**src/rtl/core_bus_responder_pkg.sv**
```systemverilog
// Shared types for the core bus responder: FSM states, grant
// encoding and the default backend timeout.
package core_bus_responder_pkg;

  typedef enum logic [1:0] {
    ST_IDLE  = 2'd0,
    ST_INSTR = 2'd1,
    ST_DATA  = 2'd2,
    ST_DONE  = 2'd3
  } state_e;

  typedef enum logic {
    GRANT_INSTR = 1'b0,
    GRANT_DATA  = 1'b1
  } grant_e;

  localparam int DEF_TIMEOUT_CYCLES = 255;

endpackage

```
**src/rtl/bus_rr_arbiter.sv**
```systemverilog
// Two-channel round-robin arbiter; purely combinational.
// Grant is one-hot: bit 0 = instr, bit 1 = data.
module bus_rr_arbiter
  import core_bus_responder_pkg::*;
(
  input  logic       i_req_instr,
  input  logic       i_req_data,
  input  logic       i_last_grant,
  output logic [1:0] o_grant
);

  always_comb begin
    o_grant = 2'b00;
    unique case (1'b1)
      (i_req_instr && i_req_data):
        o_grant = (i_last_grant == GRANT_DATA) ? 2'b01 : 2'b10;
      (i_req_instr && !i_req_data):
        o_grant = 2'b01;
      (!i_req_instr && i_req_data):
        o_grant = 2'b10;
      default:
        o_grant = 2'b00;
    endcase
  end

endmodule

```
**src/rtl/core_bus_responder.sv**
```systemverilog
// Core-side target for fetch and load/store requests on one backend bus.
// Optional BUS_TIMEOUT_EN aborts stalled transfers and adds bus_fault_out.
module core_bus_responder
  import core_bus_responder_pkg::*;
#(
  parameter int ADDR_WIDTH     = 32,
  parameter int TIMEOUT_CYCLES = DEF_TIMEOUT_CYCLES
) (
  input  logic                  clk,
  input  logic                  reset,
  input  logic [ADDR_WIDTH-1:0] instr_address_in,
  input  logic                  instr_read_in,
  output logic [31:0]           instr_read_value_out,
  output logic                  instr_ready_out,
  input  logic [ADDR_WIDTH-1:0] data_address_in,
  input  logic                  data_read_in,
  input  logic                  data_write_in,
  input  logic [3:0]            data_write_mask_in,
  input  logic [31:0]           data_write_value_in,
  output logic [31:0]           data_read_value_out,
  output logic                  data_ready_out,
`ifdef BUS_TIMEOUT_EN
  output logic                  bus_fault_out,
`endif
  output logic [ADDR_WIDTH-1:0] mem_address_out,
  output logic                  mem_read_out,
  output logic                  mem_write_out,
  output logic [3:0]            mem_write_mask_out,
  output logic [31:0]           mem_write_value_out,
  input  logic [31:0]           mem_read_value_in,
  input  logic                  mem_ready_in
);

  state_e                r_state, w_state_nxt;
  grant_e                r_last, w_last_nxt;
  logic [ADDR_WIDTH-1:0] r_addr, w_addr_nxt;
  logic                  r_rd, w_rd_nxt;
  logic                  r_wr, w_wr_nxt;
  logic [3:0]            r_mask, w_mask_nxt;
  logic [31:0]           r_wval, w_wval_nxt;
  logic [31:0]           r_ival, w_ival_nxt;
  logic [31:0]           r_dval, w_dval_nxt;
  logic                  r_irdy, w_irdy_nxt;
  logic                  r_drdy, w_drdy_nxt;
  logic [1:0]            w_grant;
  logic                  w_req_data;
  logic                  w_abort;

  assign w_req_data = data_read_in | data_write_in;

  bus_rr_arbiter u_arb (
    .i_req_instr  (instr_read_in),
    .i_req_data   (w_req_data),
    .i_last_grant (r_last),
    .o_grant      (w_grant)
  );

`ifdef BUS_TIMEOUT_EN
  localparam int CNT_W = ($clog2(TIMEOUT_CYCLES + 1) > 8) ?
                         $clog2(TIMEOUT_CYCLES + 1) : 8;
  logic [CNT_W-1:0] r_cnt, w_cnt_nxt;
  logic             r_fault, w_fault_nxt;

  assign bus_fault_out = r_fault;
  assign w_abort = (r_state inside {ST_INSTR, ST_DATA}) &&
                   !mem_ready_in &&
                   (r_cnt == CNT_W'(TIMEOUT_CYCLES - 1));
`else
  logic w_unused_tmo;
  assign w_unused_tmo = (TIMEOUT_CYCLES > 0);
  assign w_abort      = 1'b0;
`endif

  assign mem_address_out      = r_addr;
  assign mem_read_out         = r_rd;
  assign mem_write_out        = r_wr;
  assign mem_write_mask_out   = r_mask;
  assign mem_write_value_out  = r_wval;
  assign instr_read_value_out = r_ival;
  assign instr_ready_out      = r_irdy;
  assign data_read_value_out  = r_dval;
  assign data_ready_out       = r_drdy;

  always_comb begin
    w_state_nxt = r_state;
    w_last_nxt  = r_last;
    w_addr_nxt  = r_addr;
    w_rd_nxt    = r_rd;
    w_wr_nxt    = r_wr;
    w_mask_nxt  = r_mask;
    w_wval_nxt  = r_wval;
    w_ival_nxt  = r_ival;
    w_dval_nxt  = r_dval;
    w_irdy_nxt  = 1'b0;
    w_drdy_nxt  = 1'b0;
`ifdef BUS_TIMEOUT_EN
    w_cnt_nxt   = r_cnt;
    w_fault_nxt = 1'b0;
`endif
    unique case (r_state)
      ST_IDLE: begin
`ifdef BUS_TIMEOUT_EN
        w_cnt_nxt = '0;
`endif
        unique case (1'b1)
          w_grant[0]: begin
            w_state_nxt = ST_INSTR;
            w_addr_nxt  = instr_address_in;
            w_rd_nxt    = 1'b1;
            w_wr_nxt    = 1'b0;
            w_mask_nxt  = 4'b0000;
            w_wval_nxt  = 32'h0;
          end
          w_grant[1]: begin
            w_state_nxt = ST_DATA;
            w_addr_nxt  = data_address_in;
            w_rd_nxt    = data_read_in;
            w_wr_nxt    = data_write_in;
            w_mask_nxt  = data_write_mask_in;
            w_wval_nxt  = data_write_value_in;
          end
          default: ;
        endcase
      end
      ST_INSTR, ST_DATA: begin
        if (mem_ready_in || w_abort) begin
          w_state_nxt = ST_DONE;
          w_rd_nxt    = 1'b0;
          w_wr_nxt    = 1'b0;
          if (r_state == ST_INSTR) begin
            w_last_nxt = GRANT_INSTR;
            w_irdy_nxt = 1'b1;
            w_ival_nxt = w_abort ? 32'h0 : mem_read_value_in;
          end else begin
            w_last_nxt = GRANT_DATA;
            w_drdy_nxt = 1'b1;
            // stores and aborted loads return zero
            w_dval_nxt = (w_abort || r_wr) ? 32'h0 : mem_read_value_in;
          end
`ifdef BUS_TIMEOUT_EN
          w_fault_nxt = w_abort;
        end else begin
          w_cnt_nxt = r_cnt + CNT_W'(1);
`endif
        end
      end
      ST_DONE: begin
        w_state_nxt = ST_IDLE;
      end
    endcase
  end

  always_ff @(posedge clk) begin
    if (reset) begin
      r_state <= ST_IDLE;
      r_last  <= GRANT_INSTR;
      r_addr  <= '0;
      r_rd    <= 1'b0;
      r_wr    <= 1'b0;
      r_mask  <= 4'b0000;
      r_wval  <= 32'h0;
      r_ival  <= 32'h0;
      r_dval  <= 32'h0;
      r_irdy  <= 1'b0;
      r_drdy  <= 1'b0;
`ifdef BUS_TIMEOUT_EN
      r_cnt   <= '0;
      r_fault <= 1'b0;
`endif
    end else begin
      r_state <= w_state_nxt;
      r_last  <= w_last_nxt;
      r_addr  <= w_addr_nxt;
      r_rd    <= w_rd_nxt;
      r_wr    <= w_wr_nxt;
      r_mask  <= w_mask_nxt;
      r_wval  <= w_wval_nxt;
      r_ival  <= w_ival_nxt;
      r_dval  <= w_dval_nxt;
      r_irdy  <= w_irdy_nxt;
      r_drdy  <= w_drdy_nxt;
`ifdef BUS_TIMEOUT_EN
      r_cnt   <= w_cnt_nxt;
      r_fault <= w_fault_nxt;
`endif
    end
  end

endmodule

```
**config.mk**
```make
export PLATFORM = sky130hd
export DESIGN_NAME = core_bus_responder
export DESIGN_NICKNAME = d
export VERILOG_FILES = /design/src/rtl/core_bus_responder_pkg.sv /design/src/rtl/bus_rr_arbiter.sv /design/src/rtl/core_bus_responder.sv
export SDC_FILE = /design/constraint.sdc
export NUM_CORES = 1
export LEC_CHECK = 0
export CELL_PAD_IN_SITES_DETAIL_PLACEMENT = 0
export CELL_PAD_IN_SITES_GLOBAL_PLACEMENT = 1
export CORE_ASPECT_RATIO = 1.2
export CORE_MARGIN = 2
export CORE_UTILIZATION = 25
export DETAILED_ROUTE_END_ITERATION = 8
export GPL_TIMING_DRIVEN = 0
export HOLD_SLACK_MARGIN = 0.06
export PLACE_DENSITY_LB_ADDON = 0.1
export SYNTH_ARGS = -nofsm -noshare
export SYNTH_HDL_FRONTEND = slang
export SYNTH_SLANG_ARGS = --single-unit
export TNS_END_PERCENT = 50
```
**constraint.sdc**
```tcl
create_clock -name clk -period 1.6 [get_ports clk]
set_input_delay 0.16 -clock clk [delete_from_list [all_inputs] [get_ports clk]]
set_output_delay 0.16 -clock clk [all_outputs]
set_load 0.1 [all_outputs]
```
==> reports/qor.txt <==
outcome - finished, violations left
violated checks - negative setup slack
Clock power frac - 0.185
Final Skew - 0.0144 ns
layout cells sized above 1 - 0.258
internal power - 9.54 mW
pwr/cell area - 2230 nW/um^2
Seq/Total Area, Yosys - 0.540
switching pwr - 10.9 mW
first-pass GRT wire length - 28700 um
post-synth cell types - 31
CTS tree - yes
Die X - 135 um
Clock Path Buffers - 2
Logic pwr share - 0.578
crit-path cells - inv_2 -> ha_4 -> buf_4 -> nor2_1 -> or4_1 -> a21oi_1
fmax - 0.625 GHz
Reg2Reg Depth - 6
Core Rows - 57
Initial Util - 0.254
drt total wl - 18700 um
IO Port Bufs - 271
multi-input logic area - 2190 sq um
htree depth - 4
GPL Wtd Cong - 0.768
largest stage delay on the critical path - 0.51 ns
Worst-Margin Slew - 0.590 ns
Final period util - 1.00
HP Class - in2reg
initial antenna violation count - 0
GR Overflow Total - 0
flops & latches, synth - 139
pin count of the biggest net entering global routing - 17
maxcap violations - 0
Mapped Area - 5150 sq um
placed cell area - 8200 sq um
area delta synth->final - 77.8%
unrepaired setup endpoints after global routing - true
Net count, final - 1036
hold depth - 3
Synth Net Count - 740
worst-path fanout max - 6
FF+latch area - 2790 sq um
most frequent cells in the layout - dfxtp_1, clkdlybuf4s15_2, nand2_1, clkdlybuf4s50_1, a21oi_1
Sw Ratio - 0.533
hpwl dp - 14200 um
Routed Antenna Nets - 0
Clock Pin Slew Worst Setup and Hold Paths - 0.06 ns
Reg power frac - 0.238
Mean Syn Cell Area - 8.61 sq um
global-route usage over all layers - 0.169
CP arrival - 1.93 ns
FILL cells - 1959
final slew viol count - 0
Final Critical Period - 1.60 ns
initial drt markers - 185
WS Path Type - reg2reg
relative slew slack - 0.606
final setup vio count - 1
Root Driver - clkbuf_16
endpoints failing hold - 0
Critical Path RT - 1.93 ns
Final WS setup - -0.00116 ns
crit start category - flip-flop
peak supply drop - 1050 uV
number of global-route vias before repair - 5335
slowest CP cell - or4_1
clock latency on the worst-skew pair - 0.42 ns
Clock Sink Count - 139
Num CTS Buffers - 17
die area - 21800 sq um
drt wl/cell - 15.9 um
total core area - 20300 sq um
Yosys warnings - 0
I/O pin total - 274
routed via count - 5322
Die Y-Extent - 161 um
Cells after DPL - 1134
Post-Syn Instances - 598
LEAKAGE - 3.35 nW
drt first pass iters - 6
Vias per Instance - 4.54
final std cells w/o fill - 1171
design area - 9160 sq um
DRC viols - 0
diode count - 0
critical path endpoint category - flip-flop
sequential cells by signal, indices dropped and copies added, names as in the netlist:
name and count:
instr_ready_out 1, mem_address_out 32, data_read_value_out 32, mem_write_value_out 32
mem_read_out 1, instr_read_value_out 32, r_last 1, data_ready_out 1
mem_write_out 1, r_state 2, mem_write_mask_out 4
timing repair:
item / 4_1_cts / 5_1_grt
gates resized for setup: 426 / 49
gates cloned: 0 / 0
buffers inserted: 2 / 4
setup endpoints to repair: 269 / 136
pin swaps: 1 / 5
hold buffers: 1 / 0
hold endpoints to repair: 1 / 0
Yosys cell counts:
cell      count  area (sq um)
buf_6         1          11.3
a311oi_1      1          8.76
or4_1         1          7.51
nor4b_1       1          8.76
o31ai_4       1          21.3
buf_1         1          3.75
or3b_1        1          8.76
nor2b_1       1          6.26
nor2_1       39           146
a22o_1       32           280
nand4_1       1          6.26
inv_1         2          7.51
o211ai_1      1          7.51
nor3_1        4          20.0
o21ai_0       3          15.0
ha_1          4          50.1
buf_2        23           115
and2_1        1          6.26
o31a_1        1          8.76
dfxtp_1     139          2780
a21oi_1     103           515
o21ai_2       2          17.5
nand3_1      36           180
clkbuf_1     19          71.3
o21a_1        1          7.51
nand2_1     136           510
nand2b_1      2          12.5
a211oi_1     32           240
nor4_2        1          12.5
buf_4         7          52.6
nor3b_1       1          7.51
through the flow:
stage / total power, mW / util / hold WS [ns] / setup slack, ns / setup TNS (ns)
2_1_floorplan: 13.5 / - / 0.279 / -0.0153 / -0.0153
3_3_place_gp: 16.3 / 0.405 / 0.439 / -0.479 / -47.78
3_5_place_dp: 16.5 / 0.405 / 0.444 / -0.516 / -53.17
4_1_cts: 20.2 / 0.445 / 0.0912 / -0.184 / -11.91
5_1_grt: 21.4 / 0.452 / 0.126 / -0.0759 / -0.150
6_report: 20.4 / 0.452 / 0.0957 / -0.00116 / -0.00116
path summary, 6_finish.rpt:
check	start	to	slack (ns)
setup / recovery	r_state[0]	r_state[0]	-0.001
hold / removal	data_read_in	mem_read_out	0.1
setup reg to reg	r_state[0]	r_state[0]	-0.001
hold reg to reg	mem_write_mask_out[1]	mem_write_mask_out[1]	0.45
area by class of cell:
cell class,instances,area share
Buffer,50,0.0372
Clock buffer,19,0.0484
Sequential cell,139,0.305
Clock inverter,12,0.0126
Timing Repair Buffer,278,0.321
Multi-Input combinational cell,406,0.239
Inverter,2,0.00109
Tap cell,265,0.0362
worst max-delay path: cells and delay by family (launching register included):
family / cells / cell delay [ns]
AO/OA/AOI/OAI: 1 / 0.13
adder cells (fa/ha/maj): 1 / 0.30
buffers and inverters: 2 / 0.18
flip-flops: 1 / 0.38
AND/OR/NAND/NOR: 2 / 0.54
layer usage:
metal	share of wire	up-vias	global-route usage
li1	-	2667	-
met1	0.40	2439	0.192
met2	0.49	186	0.290
met3	0.075	30	0.0543
met4	0.026	0	0.0682
met5	0	-	0
logic make-up (layout without fill, tap and decap cells):
family | Yosys count | in the layout | synth area share
flops | 139 | 139 | 0.540
buf+inv | 53 | 361 | 0.0508
simple gates | 225 | 225 | 0.181
compound gates | 177 | 177 | 0.218
fa+ha+maj | 4 | 4 | 0.00972
power groups by stage:
stage          Combinational [mW]  Sequential, mW  Clock [mW]
5_1_grt                      12.4            4.97        4.04
2_1_floorplan                2.59            10.9           0
3_3_place_gp                 11.5            4.87           0
3_5_place_dp                 11.6            4.89           0
4_1_cts                      11.5            4.84        3.89
6_report                     11.8            4.85        3.77
Power figures use the tool's default switching activity.
